<file path="config.mk">
export PLATFORM = sky130hd
export DESIGN_NAME = timer_sched_flat
export DESIGN_NICKNAME = d
export VERILOG_FILES = /design/src/rtl/timer_sched_if.sv /design/src/rtl/timer_sched.sv /design/src/flat_wrapper.sv
export SDC_FILE = /design/constraint.sdc
export NUM_CORES = 1
export LEC_CHECK = 0
export ABC_AREA = 1
export ABC_CLOCK_PERIOD_IN_PS = 8550
export CAP_MARGIN = 5
export CELL_PAD_IN_SITES_DETAIL_PLACEMENT = 1
export CELL_PAD_IN_SITES_GLOBAL_PLACEMENT = 1
export CORE_ASPECT_RATIO = 1.2
export CORE_MARGIN = 2
export CORE_UTILIZATION = 30
export CTS_BUF_LIST = sky130_fd_sc_hd__clkbuf_2 sky130_fd_sc_hd__clkbuf_4 sky130_fd_sc_hd__clkbuf_8
export DETAILED_ROUTE_END_ITERATION = 8
export HOLD_SLACK_MARGIN = 0.08
export PLACE_DENSITY_LB_ADDON = 0.1
export SYNTH_ARGS = -nofsm -noshare
export SYNTH_HDL_FRONTEND = slang
export SYNTH_SLANG_ARGS = --single-unit
</file>
<file path="constraint.sdc">
create_clock -name clk -period 8.55 [get_ports clk]
set_clock_uncertainty 0.2 [all_clocks]
set_input_delay 1.71 -clock clk [delete_from_list [all_inputs] [get_ports clk]]
set_output_delay 1.71 -clock clk [all_outputs]
set_load 0.01 [all_outputs]
</file>
<file path="src/rtl/timer_sched_if.sv">
// rtl/timer_sched_if.sv - arm/cancel/ack request and timer status bundle for timer_sched
interface timer_sched_if #(
    parameter int WIDTH = 36,
    parameter int NCH   = 4
);
    localparam int CW = (NCH > 1) ? $clog2(NCH) : 1;

    logic             arm_valid;
    logic             arm_ready;
    logic [CW-1:0]    arm_ch;
    logic [WIDTH-1:0] arm_delay;
    logic             cancel_valid;
    logic [CW-1:0]    cancel_ch;
    logic             ack_valid;
    logic [CW-1:0]    ack_ch;
    logic [WIDTH-1:0] now;
    logic [NCH-1:0]   armed;
    logic [NCH-1:0]   fire;
    logic [NCH-1:0]   pend;
    logic             irq;

    modport master (
        output arm_valid, arm_ch, arm_delay, cancel_valid, cancel_ch, ack_valid, ack_ch,
        input  arm_ready, now, armed, fire, pend, irq
    );

    modport slave (
        input  arm_valid, arm_ch, arm_delay, cancel_valid, cancel_ch, ack_valid, ack_ch,
        output arm_ready, now, armed, fire, pend, irq
    );
endinterface

</file>
<file path="src/rtl/timer_sched.sv">
// rtl/timer_sched.sv - free-running time base with NCH one-shot deadline channels
module timer_sched #(
    parameter int WIDTH = 36,
    parameter int NCH   = 4
) (
    input logic          clk,
    input logic          reset,
    timer_sched_if.slave bus
);
    localparam int CW = (NCH > 1) ? $clog2(NCH) : 1;

    logic [WIDTH-1:0] now_q;
    logic [NCH-1:0]   armed_q;
    logic [NCH-1:0]   pend_q;
    logic             irq_q;
    logic [WIDTH-1:0] deadline_q [NCH];

    logic             arm_accept;
    logic [WIDTH-1:0] eff_delay;
    logic [WIDTH-1:0] new_deadline;
    logic [NCH-1:0]   arm_sel;
    logic [NCH-1:0]   cancel_sel;
    logic [NCH-1:0]   ack_sel;
    logic [NCH-1:0]   fire_c;
    logic [NCH-1:0]   pend_next;

    assign arm_accept   = bus.arm_valid && !reset;
    assign eff_delay    = (bus.arm_delay == '0) ? WIDTH'(1) : bus.arm_delay;
    assign new_deadline = now_q + eff_delay;

    // Index decode never matches an out-of-range channel, so such requests fall through.
    // A cancel only suppresses a fire when no arm to the same channel wins this cycle.
    always_comb begin
        arm_sel    = '0;
        cancel_sel = '0;
        ack_sel    = '0;
        fire_c     = '0;
        for (int i = 0; i < NCH; i++) begin
            arm_sel[i]    = arm_accept && (bus.arm_ch == CW'(i));
            cancel_sel[i] = bus.cancel_valid && (bus.cancel_ch == CW'(i));
            ack_sel[i]    = bus.ack_valid && (bus.ack_ch == CW'(i));
            fire_c[i]     = !reset && armed_q[i] && (deadline_q[i] == now_q)
                            && !(cancel_sel[i] && !arm_sel[i]);
        end
    end

    assign pend_next = (pend_q & ~ack_sel) | fire_c;

    always_ff @(posedge clk) begin
        if (reset) begin
            now_q   <= '0;
            armed_q <= '0;
            pend_q  <= '0;
            irq_q   <= 1'b0;
        end else begin
            now_q  <= now_q + WIDTH'(1);
            pend_q <= pend_next;
            irq_q  <= |pend_next;
            for (int i = 0; i < NCH; i++) begin
                if (arm_sel[i]) begin
                    armed_q[i] <= 1'b1;
                end else if (cancel_sel[i] || fire_c[i]) begin
                    armed_q[i] <= 1'b0;
                end
            end
        end
    end

    // Deadlines are only meaningful while armed, so they carry no reset.
    always_ff @(posedge clk) begin
        for (int i = 0; i < NCH; i++) begin
            if (arm_sel[i]) begin
                deadline_q[i] <= new_deadline;
            end
        end
    end

    assign bus.now       = reset ? '0 : now_q;
    assign bus.arm_ready = !reset;
    assign bus.armed     = reset ? '0 : armed_q;
    assign bus.fire      = fire_c;
    assign bus.pend      = reset ? '0 : pend_q;
    assign bus.irq       = !reset && irq_q;
endmodule

</file>
<file path="src/flat_wrapper.sv">
// flat-port wrapper written by rule: the top's interface ports become plain ports
module timer_sched_flat 
#(
    parameter int WIDTH = 36,
    parameter int NCH   = 4
)
  (clk, reset, bus_arm_valid, bus_arm_ch, bus_arm_delay, bus_cancel_valid, bus_cancel_ch, bus_ack_valid, bus_ack_ch, bus_arm_ready, bus_now, bus_armed, bus_fire, bus_pend, bus_irq);
  timer_sched_if #(.WIDTH(WIDTH), .NCH(NCH)) bus_i ();
  input logic clk;
  input logic reset;
  input wire logic [$bits(bus_i.arm_valid)-1:0] bus_arm_valid;
  input wire logic [$bits(bus_i.arm_ch)-1:0] bus_arm_ch;
  input wire logic [$bits(bus_i.arm_delay)-1:0] bus_arm_delay;
  input wire logic [$bits(bus_i.cancel_valid)-1:0] bus_cancel_valid;
  input wire logic [$bits(bus_i.cancel_ch)-1:0] bus_cancel_ch;
  input wire logic [$bits(bus_i.ack_valid)-1:0] bus_ack_valid;
  input wire logic [$bits(bus_i.ack_ch)-1:0] bus_ack_ch;
  output wire logic [$bits(bus_i.arm_ready)-1:0] bus_arm_ready;
  output wire logic [$bits(bus_i.now)-1:0] bus_now;
  output wire logic [$bits(bus_i.armed)-1:0] bus_armed;
  output wire logic [$bits(bus_i.fire)-1:0] bus_fire;
  output wire logic [$bits(bus_i.pend)-1:0] bus_pend;
  output wire logic [$bits(bus_i.irq)-1:0] bus_irq;
  assign bus_i.arm_valid = bus_arm_valid;
  assign bus_i.arm_ch = bus_arm_ch;
  assign bus_i.arm_delay = bus_arm_delay;
  assign bus_i.cancel_valid = bus_cancel_valid;
  assign bus_i.cancel_ch = bus_cancel_ch;
  assign bus_i.ack_valid = bus_ack_valid;
  assign bus_i.ack_ch = bus_ack_ch;
  assign bus_arm_ready = bus_i.arm_ready;
  assign bus_now = bus_i.now;
  assign bus_armed = bus_i.armed;
  assign bus_fire = bus_i.fire;
  assign bus_pend = bus_i.pend;
  assign bus_irq = bus_i.irq;
  timer_sched #(.WIDTH(WIDTH), .NCH(NCH)) u_core (.clk(clk), .reset(reset), .bus(bus_i));
endmodule
</file>
==> results of run 1 <==
state kept, by name (all words and copies together) (netlist names):
| register | flops |
|---|---|
| u_core.armed_q | 4 |
| u_core.irq_q | 1 |
| u_core.deadline_q | 144 |
| u_core.now_q | 36 |
| u_core.pend_q | 4 |
worst max-delay path by stage:
| stage | startpoint | end | slack (ns) | depth (start not counted) |
|---|---|---|---|---|
| after floorplan | reset | bus_fire[2] | 1.36 | 6 |
| after global placement | reset | bus_fire[0] | 2.46 | 7 |
| after detailed placement | reset | bus_fire[0] | 2.45 | 7 |
| after CTS | reset | bus_fire[0] | 2.44 | 7 |
| after global routing | reset | bus_fire[0] | 2.40 | 7 |
| final | reset | bus_fire[0] | 2.49 | 7 |
metrics by stage:
| stage | instances | worst slack, ns | area (um2) | util, % | total power, mW |
|---|---|---|---|---|---|
| 2_1_floorplan | 1599 | 1.361 | 11970 | - | 1.125 |
| 3_3_place_gp | 2175 | 2.463 | 13420 | 33.94 | 1.211 |
| 3_5_place_dp | 2175 | 2.452 | 13420 | 33.94 | 1.213 |
| 4_1_cts | 2207 | 2.438 | 13830 | 34.99 | 1.852 |
| 5_1_grt | 2207 | 2.397 | 13830 | 34.99 | 1.890 |
| 6_report | 2208 | 2.494 | 13840 | 35.00 | 1.843 |
worst max-delay path, cell delays in order:
cell             delay, ns
buf_4                 0.35
nor2_1                0.45
o21ai_0               0.17
a211oi_1              0.29
nand4_1               0.14
nor3_1                0.39
clkdlybuf4s50_1       0.62
cell usage after synthesis, types with 2 or more instances:
| cell type | number | area share [%] |
|---|---|---|
| nand3b_1 | 7 | 0.44 |
| dfxtp_1 | 45 | 7.5 |
| a21oi_1 | 74 | 3.1 |
| nor3_2 | 4 | 0.33 |
| o21a_1 | 7 | 0.44 |
| nor3_1 | 44 | 1.8 |
| o31ai_1 | 4 | 0.25 |
| buf_1 | 4 | 0.13 |
| edfxtp_1 | 144 | 36 |
| xor2_1 | 33 | 2.4 |
| nand2_1 | 450 | 14 |
| o2111ai_1 | 2 | 0.15 |
| nor2_2 | 6 | 0.31 |
| ha_1 | 36 | 3.8 |
| nor2_1 | 214 | 6.7 |
| a211oi_1 | 5 | 0.31 |
| nor2_4 | 3 | 0.28 |
| nand3_1 | 46 | 1.9 |
| a21o_1 | 8 | 0.50 |
| clkbuf_2 | 3 | 0.13 |
| xnor2_1 | 20 | 1.5 |
| o21ai_0 | 63 | 2.6 |
| buf_2 | 18 | 0.75 |
| a31oi_1 | 7 | 0.37 |
| inv_1 | 205 | 6.4 |
| o22ai_1 | 2 | 0.10 |
| nand2_4 | 3 | 0.28 |
| nand4_1 | 46 | 2.4 |
| o21bai_1 | 6 | 0.38 |
| clkbuf_1 | 36 | 1.1 |
| or2_2 | 10 | 0.52 |
| inv_2 | 8 | 0.25 |
| nor4_1 | 15 | 0.78 |
| nor3b_1 | 2 | 0.13 |
area by class of cell:
cell class | count | area, um2 | share of cell area [%]
Inverter | 215 | 809.5 | 5.850
Timing Repair Buffer | 105 | 1026 | 7.415
Clock inverter | 11 | 143.9 | 1.040
Tap cell | 533 | 666.9 | 4.820
Antenna cell | 1 | 2.502 | 0.01808
Multi-Input combinational cell | 1133 | 5693 | 41.14
Sequential cell | 189 | 5225 | 37.76
Clock buffer | 21 | 270.3 | 1.953
layer usage:
layer	part of all wire (%)	up-vias	GRT usage, %
li1	-	5313	-
met4	4.2	0	11.66
met5	0	-	0
met2	50	282	48.44
met3	3.7	78	2.511
met1	42	5555	32.44
power breakdown:
group	switching, mW	internal, mW
registers	0.0136	1.01
logic	0.117	0.0536
clock network	0.346	0.305
total	0.477	1.37
placed cells by master (no fill, tap or decap), drive strengths merged, types with 11 or more instances in the layout:
master | synthesis | final
a21oi | 75 | 75
clkbuf | 39 | 21
clkdlybuf4s50 | 0 | 95
dfxtp | 45 | 45
edfxtp | 144 | 144
ha | 36 | 36
inv | 214 | 214
nand2 | 454 | 454
nand3 | 47 | 47
nand4 | 47 | 47
nor2 | 224 | 224
nor3 | 48 | 48
nor4 | 15 | 15
o21ai | 64 | 64
or2 | 11 | 11
xnor2 | 20 | 20
xor2 | 33 | 33
kinds of logic after synthesis:
family	after synthesis	synth area share, %
buf+inv	277	8.958
simple gates	859	30.97
compound gates	184	8.613
flops	189	43.65
xor+xnor	53	3.878
fa+ha+maj	37	3.930
==> out/summary.txt, run 1 <==
Filler cell count: 4837
Antenna-violating nets left: 0
Die H: 222.8 um
Synth Instances: 1599
WL/cell: 25.26 um
Worst skew pair latency: 0.51 ns
Clk slew on worst S/H paths: 0.10 ns
DR DRC count: 0
CP endpoint kind: output pin
CP arrival: 4.15 ns
Row count: 80
HPWL after detailed placement: 45330 um
Post-Route WL: 55790 um
FFs w/ async S/R, synth: 0%
Sequential fraction of the synthesis area: 43.65%
Max Fclk: 165.1 MHz
Die X: 186.3 um
Synth-to-Final Area Change: 15.60%
Register bit total from synthesis: 189
Syn Std Cell Area: 0.01197 mm2
CTS tree: done
Slew @ Worst Pin: 1.019 ns
Synth Net Count: 1683
Hold Buf Count CTS: 0
Max_cap viols: 0
Hold Crit Endpoint: u_core.armed_q[3]
Overall routing resource usage: 26.84%
RR Startpoint: u_core.now_q[1]
Max VDD drop: 0.07417 mV
CP max FO: 73
Min-Delay Path Class: reg2reg
Leakage: 5.762 nW
Reg-to-Reg End: u_core.now_q[30]
IO buf count: 96
Syn. warnings: 0
Post-CTS Resized: 0
Cell Pwr Density: 133.2 mW/mm2
Largest net degree at the start of global routing: 74
Crit Path Category: in2out
Longest Clk Path Bufs: 2
Cts bufs inserted: 17
Clock root buffer: clkbuf_8
IO Count: 97
Post-CTS setup buffers: 0
EDFF count, synth: 144
Vias in the first global route: 11360
Max Slew Vio Count: 0
Global-route wire length before repair: 78740 um
R2R Setup Slk: 4.97 ns
Unrepaired setup endpoints after global routing: no
Minimum clock period: 6.056 ns
Via count: 11230
Final setup vio count: 0
Nets@finish: 1745
Die Area: 0.04152 mm2
Final hold slack: 0.2691 ns
Routed vias/inst: 5.085
Initial DRC Count: 760
Grt total ovfl: 0
Final Hold Viols: 0
Layout cell share with drive strength beyond 1: 5.197%
Main flop type after synthesis: edfxtp_1
H-tree depth: 4
Status: completed
Mean Syn Cell Area: 7.486 um2
Initial Util: 30.28%
WP data required: 6.64 ns
Initial antenna violation count: 2
First-pass detailed-route iteration total: 5
Startpoint types: input port
Min-Delay Startpoint: u_core.armed_q[3]
Slew headroom: 31.58%
Setup TNS Final: 0 ns
Clock sink total: 189
GPL Wtd Cong: 0.9199
Hold Path Stages: 2
Tcrit/Tclk final: 70.83%
Library cells used by synthesis: 53
Core footprint: 0.03954 mm2
FF-to-FF path depth: 12
(Power assumes the default switching activity.)
==> inputs of run 2 (changes only) <==
--- a/config.mk
+++ b/config.mk
@@ -6,7 +6,7 @@
 export NUM_CORES = 1
 export LEC_CHECK = 0
 export ABC_AREA = 1
-export ABC_CLOCK_PERIOD_IN_PS = 8550
+export ABC_CLOCK_PERIOD_IN_PS = 5000
 export CAP_MARGIN = 5
 export CELL_PAD_IN_SITES_DETAIL_PLACEMENT = 1
 export CELL_PAD_IN_SITES_GLOBAL_PLACEMENT = 1
==> constraint.sdc (replaced) <==
create_clock -name clk -period 5 [get_ports clk]
set_clock_uncertainty 0.2 [all_clocks]
set_input_delay 1 -clock clk [delete_from_list [all_inputs] [get_ports clk]]
set_output_delay 1 -clock clk [all_outputs]
set_load 0.01 [all_outputs]
==> run 2 against run 1 <==
Final area is 2.6% higher. First-iteration DRC count up 9.3%. Count of clock-buffer cells in the layout decreased by 4. Power increased by 72%. Sequential share of layout area down 0.95 points. Critical path type is now reg2out.
==> out/summary.txt, run 2 (synthesis gave the netlist of run 1 again) <==
H-tree depth: 4 (unchanged)
Hold Buf Count CTS: 0 (unchanged)
Slew headroom: 24.17% (-7.4 points)
Setup TNS Final: 0 ns (unchanged)
Post-CTS setup buffers: 0 (unchanged)
CP endpoint kind: output pin
HPWL after detailed placement: 47450 um (+4.7%)
WP data required: 3.80 ns (-2.84 ns)
Final setup vio count: 0 (unchanged)
Grt total ovfl: 0 (unchanged)
Overall routing resource usage: 27.92% (+1.1 points)
Clock sink total: 189 (unchanged)
Top flop regs: u_core.deadline_q (144), u_core.now_q (36)
Clk slew on worst S/H paths: 0.11 ns (about the same)
Via count: 11520 (+2.6%)
Final hold slack: 0.2750 ns (+0.005956 ns)
Routed vias/inst: 5.115 (+0.59%)
Largest net degree at the start of global routing: 39 (-47%)
Slew @ Worst Pin: 1.129 ns (+0.1103 ns)
CP startpoint: u_core.now_q[6]
Reg-to-Reg End: u_core.now_q[30]
Cells along the critical path: inv_1 > nand2_1 > nand2_1 > nor2_1 > nand2_1 > nor2_1 > nand2_1 > nor2_1 > nand3_1 > inv_1 > clkdlybuf4s50_1
Top Usage Layer GRT: met2
Commonest non-fill, non-tap cells in the layout: 450 x nand2_1, 214 x nor2_1, 205 x inv_1
Initial Util: 30.28% (unchanged)
Minimum clock period: 4.790 ns
R2R Setup Slk: 1.63 ns (-3.34 ns)
Met3 usage: 3.143% (+0.63 points)
Crit Path Category: reg2out
Final Hold Viols: 0 (unchanged)
Critical-path top delay cell: dfxtp_1
Met1 Usage GRT: 33.54% (+1.1 points)
Tcrit/Tclk final: 95.81%
Initial DRC Count: 831 (+9.3%)
Startpoint types: register
First-pass detailed-route iteration total: 5 (unchanged)
Post-CTS Resized: 0 (unchanged)
Min-Delay Startpoint: u_core.armed_q[3]
Max_cap viols: 0 (unchanged)
FF-to-FF path depth: 12 (unchanged)
Hold Crit Endpoint: u_core.armed_q[3]
Cell Pwr Density: 223.3 mW/mm2 (+68%)
Max Fclk: 208.8 MHz
Area post-placement: 0.01378 mm2 (+2.7%)
Global-route wire length before repair: 82270 um (+4.5%)
Die X: 186.3 um (unchanged)
Status: completed
WL/cell: 25.66 um (+1.6%)
Internal: 2.288 mW (+67%)
DR DRC count: 0 (unchanged)
Grt met2 use: 49.05% (+0.61 points)
Post-Route WL: 57810 um (+3.6%)
Clock root buffer: clkbuf_8
Antenna-violating nets left: 0 (unchanged)
Largest Register: u_core.deadline_q
# placed instances: 2220 (+2.1%)
Unrepaired setup endpoints after global routing: no
Cts bufs inserted: 17 (unchanged)
Reg power frac: 55.0% (-0.4 points)
Commonest non-fill, non-tap cell in the layout: nand2_1
CP arrival: 3.59 ns (-0.56 ns)
Max Slew Vio Count: 0 (unchanged)
Core footprint: 0.03954 mm2 (unchanged)
Max VDD drop: 0.1453 mV (+96%)
Die Area: 0.04152 mm2 (unchanged)
CP max stage delay: 0.85 ns (+0.23 ns)
CP max FO: 8 (-89%)
CTS tree: done
Longest Clk Path Bufs: 2 (unchanged)
Row count: 80 (unchanged)
Logic pwr share: 10.1% (+0.8 points)
Most used cell, CP: nand2_1
Initial antenna violation count: 0 (-2)
Layout cell share with drive strength beyond 1: 7.679% (+2.5 points)
Final instance area: 0.01419 mm2 (+2.6%)
IO buf count: 96 (unchanged)
Hold Path Stages: 2 (unchanged)
Worst skew pair latency: 0.52 ns (about the same)
Filler cell count: 4830 (-0.14%)
RR Startpoint: u_core.now_q[0]
Layout Utilization: 35.90% (+0.91 points)
Nets@finish: 1790 (+2.6%)
Vias in the first global route: 11700 (+3.0%)
GPL Wtd Cong: 0.9316 (+1.3%)
Die H: 222.8 um (unchanged)
Max reg flops: 144 (unchanged)
Synth-to-Final Area Change: 18.59%
Switch share: 27.80% (+1.9 points)
Leakage: 5.998 nW (+4.1%)
NetSw: 0.8809 mW (+85%)
IO Count: 97 (unchanged)
Min-Delay Path Class: reg2reg
Clock share of power: 35.0% (-0.3 points)
Finished Layout Cells: 2253 (+2.0%)
run 2: through the flow:
| step | power, mW | setup slack [ns] |
|---|---|---|
| after global placement | 2.091 | 0.2764 |
| after global routing | 3.256 | 0.08288 |
| after floorplan | 1.923 | 0.3578 |
| after detailed placement | 2.094 | 0.2666 |
| final | 3.169 | 0.2096 |
| after CTS | 3.180 | 0.2303 |
run 2: worst max path at each step:
stage | endpoint | slack [ns] | cells past startpoint
finish | bus_fire[1] | 0.21 | 11
detailed placement | u_core.deadline_q[1][17] | 0.27 | 15
CTS | bus_fire[1] | 0.23 | 11
global route | bus_fire[1] | 0.08 | 11
global placement | u_core.deadline_q[1][17] | 0.28 | 15
floorplan | bus_fire[2] | 0.36 | 6
run 2: area by class of cell:
class                      count  area, um2  area share [%]
inverter                     215      809.5           5.703
clock buffer                  17      234.0           1.648
multi-input combinational   1133       5718           40.28
sequential                   189       5225           36.81
clock inverter                15      175.2           1.234
timing repair buffer         150       1364           9.608
antenna                        1      2.502         0.01763
tap                          533      666.9           4.698
run 2: routing by layer:
layer	share of wire, %	vias to the layer above
met3	3.8	101
met1	42	5696
met2	49	316
met5	0	-
li1	-	5411
met4	5.3	0
run 2: power by group through the flow:
stage	sequential, mW	combinational [mW]	clock (mW)
finish	1.74	0.319	1.11
global route	1.74	0.344	1.17
CTS	1.74	0.318	1.12
detailed placement	1.78	0.317	0
global placement	1.78	0.315	0
floorplan	1.77	0.155	0
run 2: worst max-delay path, delay by kind of cell, from the launching register on:
family,cells,cell delay [ns]
buf+inv,3,1.04
flops,1,0.85
simple gates,8,1.16
